[config.mk]
export PLATFORM = sky130hd
export DESIGN_NAME = mem_arbiter_flat
export DESIGN_NICKNAME = d
export VERILOG_FILES = /design/src/rtl/mem_arbiter_if.sv /design/src/rtl/mem_arbiter.sv /design/src/flat_wrapper.sv
export SDC_FILE = /design/constraint.sdc
export NUM_CORES = 1
export LEC_CHECK = 0
export CORE_ASPECT_RATIO = 0.6
export CORE_MARGIN = 4
export CORE_UTILIZATION = 46
export CTS_CLUSTER_DIAMETER = 120
export DETAILED_ROUTE_END_ITERATION = 10
export HOLD_SLACK_MARGIN = 0.08
export PLACE_DENSITY_LB_ADDON = 0.12
export RECOVER_POWER = 100
export SLEW_MARGIN = 10
export SYNTH_ARGS = -nofsm -noshare
export SYNTH_HDL_FRONTEND = slang
export SYNTH_SLANG_ARGS = --single-unit
[constraint.sdc]
create_clock -name CLK -period 4.54 [get_ports CLK]
set_clock_uncertainty 0.1 [all_clocks]
set_input_delay 0.908 -clock CLK [delete_from_list [all_inputs] [get_ports CLK]]
set_output_delay 0.908 -clock CLK [all_outputs]
set_load 0.02 [all_outputs]
[src/rtl/mem_arbiter_if.sv]
// Unified memory handshake bus between the arbiter (master) and the memory block (slave).
interface mem_arbiter_if;
   logic [31:0] mem_req_addr;
   logic        mem_req_rw;
   logic        mem_req_valid;
   logic [31:0] mem_data_write;
   logic [31:0] mem_data_read;
   logic        mem_ready;

   modport master (
      output mem_req_addr, mem_req_rw, mem_req_valid, mem_data_write,
      input  mem_data_read, mem_ready
   );

   modport slave (
      input  mem_req_addr, mem_req_rw, mem_req_valid, mem_data_write,
      output mem_data_read, mem_ready
   );
endinterface

[src/rtl/mem_arbiter.sv]
// Round-robin arbiter sharing one memory handshake port between instruction fetch and data,
// with alignment / write-window filtering and a watchdog on mem_ready.
module mem_arbiter #(
   parameter int unsigned TIMEOUT  = 15,
   parameter int unsigned CNT_W    = 4,
   parameter logic [31:0] VAR_BASE = 32'h0000_0800,
   parameter logic [31:0] VAR_LAST = 32'h0000_09FC
) (
   input  logic        CLK,
   input  logic        RESETn,
   input  logic        if_req,
   input  logic [31:0] if_addr,
   output logic        if_done,
   output logic        if_err,
   output logic [31:0] if_rdata,
   input  logic        d_req,
   input  logic        d_rw,
   input  logic [31:0] d_addr,
   input  logic [31:0] d_wdata,
   output logic        d_done,
   output logic        d_err,
   output logic [31:0] d_rdata,
   mem_arbiter_if.master mem
);

   typedef enum logic [1:0] {IDLE, ISSUE, RESP} state_t;
   typedef enum logic {GNT_IF, GNT_D} gnt_t;

   state_t           state;
   gnt_t             last_gnt;
   logic [CNT_W-1:0] wd_cnt;

   logic        any_req;
   logic        pick_d;
   logic [31:0] sel_addr;
   logic        sel_rw;
   logic [31:0] sel_wdata;
   logic        illegal;

   // A tie goes to whichever port did not win last; a lone requester always wins.
   always_comb begin
      any_req   = if_req | d_req;
      pick_d    = d_req & (~if_req | (last_gnt == GNT_IF));
      sel_addr  = pick_d ? d_addr : if_addr;
      sel_rw    = pick_d & d_rw;
      sel_wdata = pick_d ? d_wdata : '0;
      illegal   = (sel_addr[1:0] != 2'b00) ||
                  (sel_rw && ((sel_addr < VAR_BASE) || (sel_addr > VAR_LAST)));
   end

   always_ff @(posedge CLK or negedge RESETn) begin
      if (!RESETn) begin
         state              <= IDLE;
         last_gnt           <= GNT_D;
         wd_cnt             <= '0;
         if_done            <= 1'b0;
         if_err             <= 1'b0;
         if_rdata           <= '0;
         d_done             <= 1'b0;
         d_err              <= 1'b0;
         d_rdata            <= '0;
         mem.mem_req_addr   <= '0;
         mem.mem_req_rw     <= 1'b0;
         mem.mem_req_valid  <= 1'b0;
         mem.mem_data_write <= '0;
      end else begin
         case (state)
            IDLE: begin
               if (any_req) begin
                  last_gnt           <= pick_d ? GNT_D : GNT_IF;
                  mem.mem_req_addr   <= sel_addr;
                  mem.mem_req_rw     <= sel_rw;
                  mem.mem_data_write <= sel_wdata;
                  wd_cnt             <= '0;
                  if (illegal) begin
                     state <= RESP;
                     if (pick_d) begin
                        d_done  <= 1'b1;
                        d_err   <= 1'b1;
                        d_rdata <= '0;
                     end else begin
                        if_done  <= 1'b1;
                        if_err   <= 1'b1;
                        if_rdata <= '0;
                     end
                  end else begin
                     state             <= ISSUE;
                     mem.mem_req_valid <= 1'b1;
                  end
               end
            end

            ISSUE: begin
               // Valid stays high on the ready cycle so the memory can clear mem_ready.
               if (mem.mem_ready) begin
                  state             <= RESP;
                  mem.mem_req_valid <= 1'b0;
                  if (last_gnt == GNT_D) begin
                     d_done <= 1'b1;
                     d_err  <= 1'b0;
                     if (!mem.mem_req_rw) d_rdata <= mem.mem_data_read;
                  end else begin
                     if_done  <= 1'b1;
                     if_err   <= 1'b0;
                     if_rdata <= mem.mem_data_read;
                  end
               end else if (wd_cnt == CNT_W'(TIMEOUT)) begin
                  state             <= RESP;
                  mem.mem_req_valid <= 1'b0;
                  if (last_gnt == GNT_D) begin
                     d_done  <= 1'b1;
                     d_err   <= 1'b1;
                     d_rdata <= '0;
                  end else begin
                     if_done  <= 1'b1;
                     if_err   <= 1'b1;
                     if_rdata <= '0;
                  end
               end else begin
                  wd_cnt <= wd_cnt + 1'b1;
               end
            end

            RESP: begin
               state   <= IDLE;
               if_done <= 1'b0;
               d_done  <= 1'b0;
            end

            default: state <= IDLE;
         endcase
      end
   end

endmodule

[src/flat_wrapper.sv]
// flat-port wrapper written by rule: the top's interface ports become plain ports
module mem_arbiter_flat 
#(
   parameter int unsigned TIMEOUT  = 15,
   parameter int unsigned CNT_W    = 4,
   parameter logic [31:0] VAR_BASE = 32'h0000_0800,
   parameter logic [31:0] VAR_LAST = 32'h0000_09FC
)
  (CLK, RESETn, if_req, if_addr, if_done, if_err, if_rdata, d_req, d_rw, d_addr, d_wdata, d_done, d_err, d_rdata, mem_mem_req_addr, mem_mem_req_rw, mem_mem_req_valid, mem_mem_data_write, mem_mem_data_read, mem_mem_ready);
  mem_arbiter_if mem_i ();
  input  logic CLK;
  input  logic RESETn;
  input  logic if_req;
  input  logic [31:0] if_addr;
  output logic if_done;
  output logic if_err;
  output logic [31:0] if_rdata;
  input  logic d_req;
  input  logic d_rw;
  input  logic [31:0] d_addr;
  input  logic [31:0] d_wdata;
  output logic d_done;
  output logic d_err;
  output logic [31:0] d_rdata;
  output wire logic [$bits(mem_i.mem_req_addr)-1:0] mem_mem_req_addr;
  output wire logic [$bits(mem_i.mem_req_rw)-1:0] mem_mem_req_rw;
  output wire logic [$bits(mem_i.mem_req_valid)-1:0] mem_mem_req_valid;
  output wire logic [$bits(mem_i.mem_data_write)-1:0] mem_mem_data_write;
  input wire logic [$bits(mem_i.mem_data_read)-1:0] mem_mem_data_read;
  input wire logic [$bits(mem_i.mem_ready)-1:0] mem_mem_ready;
  assign mem_mem_req_addr = mem_i.mem_req_addr;
  assign mem_mem_req_rw = mem_i.mem_req_rw;
  assign mem_mem_req_valid = mem_i.mem_req_valid;
  assign mem_mem_data_write = mem_i.mem_data_write;
  assign mem_i.mem_data_read = mem_mem_data_read;
  assign mem_i.mem_ready = mem_mem_ready;
  mem_arbiter #(.TIMEOUT(TIMEOUT), .CNT_W(CNT_W), .VAR_BASE(VAR_BASE), .VAR_LAST(VAR_LAST)) u_core (.CLK(CLK), .RESETn(RESETn), .if_req(if_req), .if_addr(if_addr), .if_done(if_done), .if_err(if_err), .if_rdata(if_rdata), .d_req(d_req), .d_rw(d_rw), .d_addr(d_addr), .d_wdata(d_wdata), .d_done(d_done), .d_err(d_err), .d_rdata(d_rdata), .mem(mem_i));
endmodule
== Word-level counts from Yosys, hierarchy flattened ==
Cells that the tools add are included.

* Register bits after elaboration: 141
* Bits of input ports: 134
* Output and inout bits: 134
* Logic and storage cells: 110

* Add/sub/neg operators: 1
* Magnitude comparators: 2
* Equal/unequal tests: 14
* Multiplexer cells: 58
* Bitwise gates (word level): 6
* Reductions and logical operators: 16

{| class="wikitable"
|+ Operator list
! kind !! number
|-
| two-way mux 32 bit || 17
|-
| case mux 32 bit (2 select lines) || 2
|-
| greater-than comparator 32 x 12 -> 1 bit, second input constant || 1
|-
| less-than comparator 32 x 12 -> 1 bit, second input constant || 1
|-
| two-way mux 1 bit || 25
|-
| two-way mux 4 bit || 3
|-
| AND reduction 6 bit || 2
|-
| inequality test 2 bit, second input constant || 5
|-
| AND reduction 5 bit || 2
|-
| two-way mux 2 bit || 4
|-
| inequality test 2 x 1 -> 1 bit, second input constant || 4
|-
| case mux 4 bit (2 select lines) || 1
|-
| AND reduction 4 bit || 2
|-
| AND reduction 7 bit || 1
|-
| case mux 1 bit (2 select lines) || 3
|-
| case mux 1 bit (3 select lines) || 2
|-
| adder 4 x 1 -> 4 bit, second input constant || 1
|-
| equality test 4 bit, second input constant || 1
|-
| case mux 2 bit (2 select lines) || 1
|-
| AND reduction 2 bit || 2
|-
| nonzero test 2 bit || 2
|-
| inequality test 3 x 2 -> 1 bit, second input constant || 1
|-
| inequality test 3 bit, second input constant || 1
|-
| nonzero test 3 bit || 1
|-
| 8 further kinds || 12
|}

== Longest topological paths before layout ==
* Depth in word-level cells: 11
* Mapped depth: 8
* Mapped depth without buffers: 6

== Least setup slack after synthesis ==
No wires, ideal clock.

* Path type: input to register
* Start: input if_addr[30]
* End: register u_core.d_rdata[0]
* Arrival time: 2136 ps
* Data required time: 4359 ps
* Path slack: 2223 ps
* Stages: 6
* Cells stage by stage: nor4_1 > nand4_2 > o31ai_4 > nand3_2 > buf_6 > a31oi_2

* Cells in the longest elaborated chain, start to end: 7

{| class="wikitable"
|+ Ends and longest elaborated chain
! element !! RTL line !! source
|-
| start: declaration || flat_wrapper.sv:14 || <nowiki>input logic [31:0] if_addr;</nowiki>
|-
| two-way mux 32 bit * || mem_arbiter.sv:44 || <nowiki>sel_addr = pick_d ? d_addr : if_addr;</nowiki>
|-
| less-than comparator 32 x 12 -> 1 bit / greater-than comparator 32 x 12 -> 1 bit (equally long branches) || mem_arbiter.sv:48 || <nowiki>(sel_rw && ((sel_addr < VAR_BASE) || (sel_addr > VAR_LAST)));</nowiki>
|-
| logical OR 1 bit * || mem_arbiter.sv:48 ||
|-
| logical AND 1 bit * || mem_arbiter.sv:48 ||
|-
| logical OR 1 bit * || mem_arbiter.sv:47 || <nowiki>illegal = (sel_addr[1:0] != 2'b00) ||</nowiki>
|-
| inequality test 2 x 1 -> 1 bit (no line) * || -- ||
|-
| AND reduction 7 bit (no line) * || -- ||
|-
| end signal: assignment || mem_arbiter.sv:101 || <nowiki>if (!mem.mem_req_rw) d_rdata <= mem.mem_data_read;</nowiki>
|-
| end: declaration || mem_arbiter.sv:22 || <nowiki>output logic [31:0] d_rdata,</nowiki>
|}

Every way passes the cells marked *; elsewhere a longest branch is shown, timed or not.
A chain may end at the register's enable or synchronous reset.

== Final worst setup path ==
* Start: input mem_mem_ready
* End: register u_core.wd_cnt[3]

* Cells in the longest elaborated chain, start to end: 2

{| class="wikitable"
|+ Ends and longest elaborated chain
! element !! RTL line !! source
|-
| start: declaration || flat_wrapper.sv:30 || <nowiki>input wire logic [$bits(mem_i.mem_ready)-1:0] mem_mem_ready;</nowiki>
|-
| inequality test 2 bit (no line) || -- ||
|-
| AND reduction 4 bit (no line) || -- ||
|-
| end signal: assignment || mem_arbiter.sv:120 || <nowiki>wd_cnt <= wd_cnt + 1'b1;</nowiki>
|-
| end: declaration || mem_arbiter.sv:31 || <nowiki>logic [CNT_W-1:0] wd_cnt;</nowiki>
|}

Every way passes these cells.

==> Implementation_results.wiki <==
{| class="wikitable"
! Metric !! Value
|-
| Final worst-path setup slack || 1022 ps
|-
| Count of input and output buffers || 267
|-
| Boundary Pins || 268
|-
| Chip width || 158.2 um
|-
| Crit path launch || mem_mem_ready
|-
| Share of cells above drive strength 1 || 0.08343
|-
| 1st-pass router iterations || 6
|-
| Net count, final || 1009
|-
| R2R setup slack || 1200 ps
|-
| Clock tree root buffer cell || sky130_fd_sc_hd__clkbuf_16
|-
| GR Overflow Total || 0
|-
| Share of synthesized area occupied by flip-flops and latches || 0.5671
|-
| Yosys Warn Count || 0
|-
| Startpoint type of the worst setup path || primary input
|-
| Final critical-path share of the clock period || 0.7749
|-
| Via count of the first global-routing pass || 5800
|-
| Worst Hold Class || reg -> reg
|-
| Synth cell types || 42
|-
| Area Overhead vs Synth || 52.55%
|-
| Number of DRC markers in iteration 0 || 351
|-
| Worst Tran Pin Value || 2102 ps
|-
| Most frequent cells in the layout || sky130_fd_sc_hd__nand2_1, sky130_fd_sc_hd__dfrtp_1, sky130_fd_sc_hd__dlygate4sd3_1, sky130_fd_sc_hd__clkdlybuf4s50_1, sky130_fd_sc_hd__a31oi_1
|-
| Maximum fanout encountered on the critical timing path || 37
|-
| Pin count of the biggest net entering global routing || 87
|-
| Normalized max-slew margin || -0.4014
|-
| Maximum vdd drop || 0.2832 mV
|-
| Vias per Instance || 5.360
|-
| Number of vias in the routed layout || 5671
|-
| Synthesized instance count || 622
|-
| # placed instances || 1025
|-
| Post-placement worst setup slack || 1256 ps
|-
| H-Tree Level Count || 4
|-
| TritonCTS clock tree || built
|-
| Cells taking the most area after synthesis || sky130_fd_sc_hd__dfrtp_1, sky130_fd_sc_hd__nand2_1, sky130_fd_sc_hd__a31oi_2, sky130_fd_sc_hd__a22o_1, sky130_fd_sc_hd__a31oi_1
|-
| Violated checks || capacitance limit, slew limit
|-
| Setup violation total in the final timing report || 0
|-
| Placed wire-length estimate after detailed placement || 14040 um
|-
| CTS Sinks || 141
|-
| Most frequent standard cell in the layout excluding fill and tap cells || sky130_fd_sc_hd__nand2_1
|-
| Max clock buf depth || 2
|-
| Remaining number of nets flagged by the antenna check after routing || 0
|-
| Wire length of the first global-routing pass || 30240 um
|-
| Area of the core region || 13050 um^2
|-
| Reg2reg path depth || 6
|-
| Number of rows created at floorplan || 32
|-
| Start point of the worst min-delay path || u_core.if_rdata[1]$_DFFE_PN0P_
|-
| Number of fillers in the final layout || 933
|-
| Effective utilization at floorplan || 0.4768
|-
| Hold violation total from the final report || 0
|-
| Leak pwr || 4.168 nW
|-
| Endpoint type of the worst setup path || flop
|-
| Ratio of total power to cell area || 512.3 nW/um^2
|-
| Fmax || 0.2842 GHz
|-
| Average detailed-routed wire length per instance || 18.16 um
|-
| R2R Path Start || u_core.state[0]$_DFFE_PN0P_
|-
| Cts-stage hold buffer count || 0
|-
| Finished Layout Cells || 1058
|-
| Routed wire length || 19210 um
|-
| Yosys top cell by area || sky130_fd_sc_hd__dfrtp_1
|-
| Number of antenna violations at the first check in global routing || 1
|-
| Number of instances on the worst hold path || 2
|-
| Die Area || 15510 um^2
|-
| Post-layout minimum cycle time || 3518 ps
|-
| Data arrival, critical path || 3620 ps
|-
| Buffers inserted during post-CTS setup optimization || 0
|-
| Number of register bits inferred by synthesis || 141
|-
| Run status || finished with violations
|-
| Global-route usage over all layers || 0.2456
|-
| Synth Cell Area || 6223 um^2
|-
| Critical path required time || 4640 ps
|-
| WS Path Type || in -> reg
|-
| Number of gates resized after cts || 0
|-
| Setup TNS Final || 0 ps
|-
| Power after layout || 4.864 mW
|-
| Post-Synthesis Mean Instance Area || 10.01 um^2
|-
| Final weighted congestion in routability-driven placement || 0.9208
|-
| Clock slew seen by the registers of the worst setup and hold paths || 60 ps
|-
| Area share of the largest cell type after synthesis || 0.5629
|-
| Synthesized net count || 757
|-
| DRC || 0
|-
| Max-Cap Viols || 4
|-
| RSZ-0062 raised after global routing || no
|-
| Clock latency at the later pin of the worst-skew pair || 410 ps
|-
| Final-report max-slew violation count || 228
|-
| Number of buffers created by CTS || 17
|-
| DIE HEIGHT || 98.10 um
|-
| Worst hold-check slack || 372.3 ps
|}
## worst max-delay path, cell delays in order
cell and delay (ps):
sky130_fd_sc_hd__dlygate4sd3_1 580, sky130_fd_sc_hd__and2_0 230, sky130_fd_sc_hd__clkbuf_1 1350, sky130_fd_sc_hd__nor3_1 230
sky130_fd_sc_hd__xnor2_1 250, sky130_fd_sc_hd__nor2_1 60
## sequential cells by signal, summed over array words and instances (netlist names)
name and cells:
u_core.if_done 1, u_core.mem.mem_req_valid 1, u_core.mem.mem_req_addr 32, u_core.state 2, u_core.wd_cnt 4, u_core.last_gnt 1, u_core.d_done 1, u_core.mem.mem_req_rw 1
u_core.d_err 1, u_core.d_rdata 32, u_core.if_rdata 32, u_core.if_err 1, u_core.mem.mem_data_write 32
## path summary, 6_finish.rpt
check | end
min | u_core.if_rdata[1]$_DFFE_PN0P_
min in group asynchronous | u_core.if_rdata[2]$_DFFE_PN0P_
min reg2reg | u_core.if_rdata[1]$_DFFE_PN0P_
max | u_core.wd_cnt[3]$_DFFE_PN0P_
max in group asynchronous | u_core.last_gnt$_DFFE_PN1P_
max reg2reg | u_core.wd_cnt[3]$_DFFE_PN0P_
## layout make-up
type	instances	area, um^2	share of cell area
repair buffers	278	2740	0.2886
well taps	170	212.7	0.02240
clock inverters	13	163.9	0.01726
clock buffers	19	442.9	0.04665
inverters	3	11.26	0.001186
diodes	1	2.502	0.0002636
multi-input cells	433	2391	0.2518
flip-flops and latches	141	3530	0.3718
## per-layer routing
| layer | vias to the layer above | track usage | part of all wire |
|---|---|---|---|
| met2 | 262 | 0.3834 | 0.47 |
| met1 | 2682 | 0.3306 | 0.43 |
| li1 | 2701 | - | - |
| met3 | 26 | 0.08193 | 0.095 |
| met4 | 0 | 0.06881 | 0.013 |
| met5 | - | 0 | 0 |
## report_power, final
part	internal [mW]	switching, mW
clock	0.883	0.542
combinational	0.718	0.982
sequential	1.56	0.180
## cells by family after synthesis
kind of cell               count (synthesis)  share of synthesized area
and+or+nand+nor                          241                     0.1592
AOI/OAI and AO/OA                        189                     0.2276
DFF                                      141                     0.5671
buffers and inverters                     48                    0.04121
xor gates and xnor gates                   2                   0.002815
adders and majority gates                  1                   0.002010
## through the flow
step	cell area [um^2]	util
floorplan	6223	-
global placement	8964	0.6867
detailed placement	8964	0.6867
CTS	9570	0.7332
global route	9494	0.7274
finish	9494	0.7274
## synth_stat cells
| cell | number |
|---|---|
| sky130_fd_sc_hd__a22oi_1 | 1 |
| sky130_fd_sc_hd__a31oi_1 | 37 |
| sky130_fd_sc_hd__buf_2 | 13 |
| sky130_fd_sc_hd__o211ai_1 | 1 |
| sky130_fd_sc_hd__nor3_1 | 5 |
| sky130_fd_sc_hd__buf_6 | 6 |
| sky130_fd_sc_hd__nor3b_1 | 1 |
| sky130_fd_sc_hd__nor2_1 | 42 |
| sky130_fd_sc_hd__buf_1 | 3 |
| sky130_fd_sc_hd__o31ai_2 | 1 |
| sky130_fd_sc_hd__o21ai_0 | 36 |
| sky130_fd_sc_hd__ha_1 | 1 |
| sky130_fd_sc_hd__nor4b_2 | 1 |
| sky130_fd_sc_hd__nor2b_1 | 1 |
| sky130_fd_sc_hd__nand3_2 | 1 |
| sky130_fd_sc_hd__dfrtp_1 | 140 |
| sky130_fd_sc_hd__a32o_1 | 1 |
| sky130_fd_sc_hd__xnor2_1 | 2 |
| sky130_fd_sc_hd__nand3_1 | 4 |
| sky130_fd_sc_hd__a21bo_1 | 1 |
| sky130_fd_sc_hd__o31ai_4 | 1 |
| sky130_fd_sc_hd__nor4b_1 | 2 |
| sky130_fd_sc_hd__nor4_1 | 7 |
| sky130_fd_sc_hd__clkbuf_1 | 19 |
| sky130_fd_sc_hd__a21oi_1 | 36 |
| sky130_fd_sc_hd__a21o_1 | 2 |
| sky130_fd_sc_hd__nand4_2 | 1 |
| sky130_fd_sc_hd__inv_1 | 3 |
| sky130_fd_sc_hd__a21oi_4 | 1 |
| sky130_fd_sc_hd__a22o_1 | 33 |
| sky130_fd_sc_hd__o22ai_1 | 2 |
| sky130_fd_sc_hd__a31oi_2 | 30 |
| sky130_fd_sc_hd__or2_2 | 2 |
| sky130_fd_sc_hd__a21oi_2 | 1 |
| sky130_fd_sc_hd__buf_4 | 4 |
| sky130_fd_sc_hd__nand2_1 | 170 |
| sky130_fd_sc_hd__dfstp_2 | 1 |
| sky130_fd_sc_hd__a221oi_1 | 1 |
| sky130_fd_sc_hd__nand4_1 | 2 |
| sky130_fd_sc_hd__o21a_1 | 3 |
| sky130_fd_sc_hd__a21boi_1 | 1 |
| sky130_fd_sc_hd__and2_1 | 2 |
Note: power is estimated with default switching activity, not from simulation.
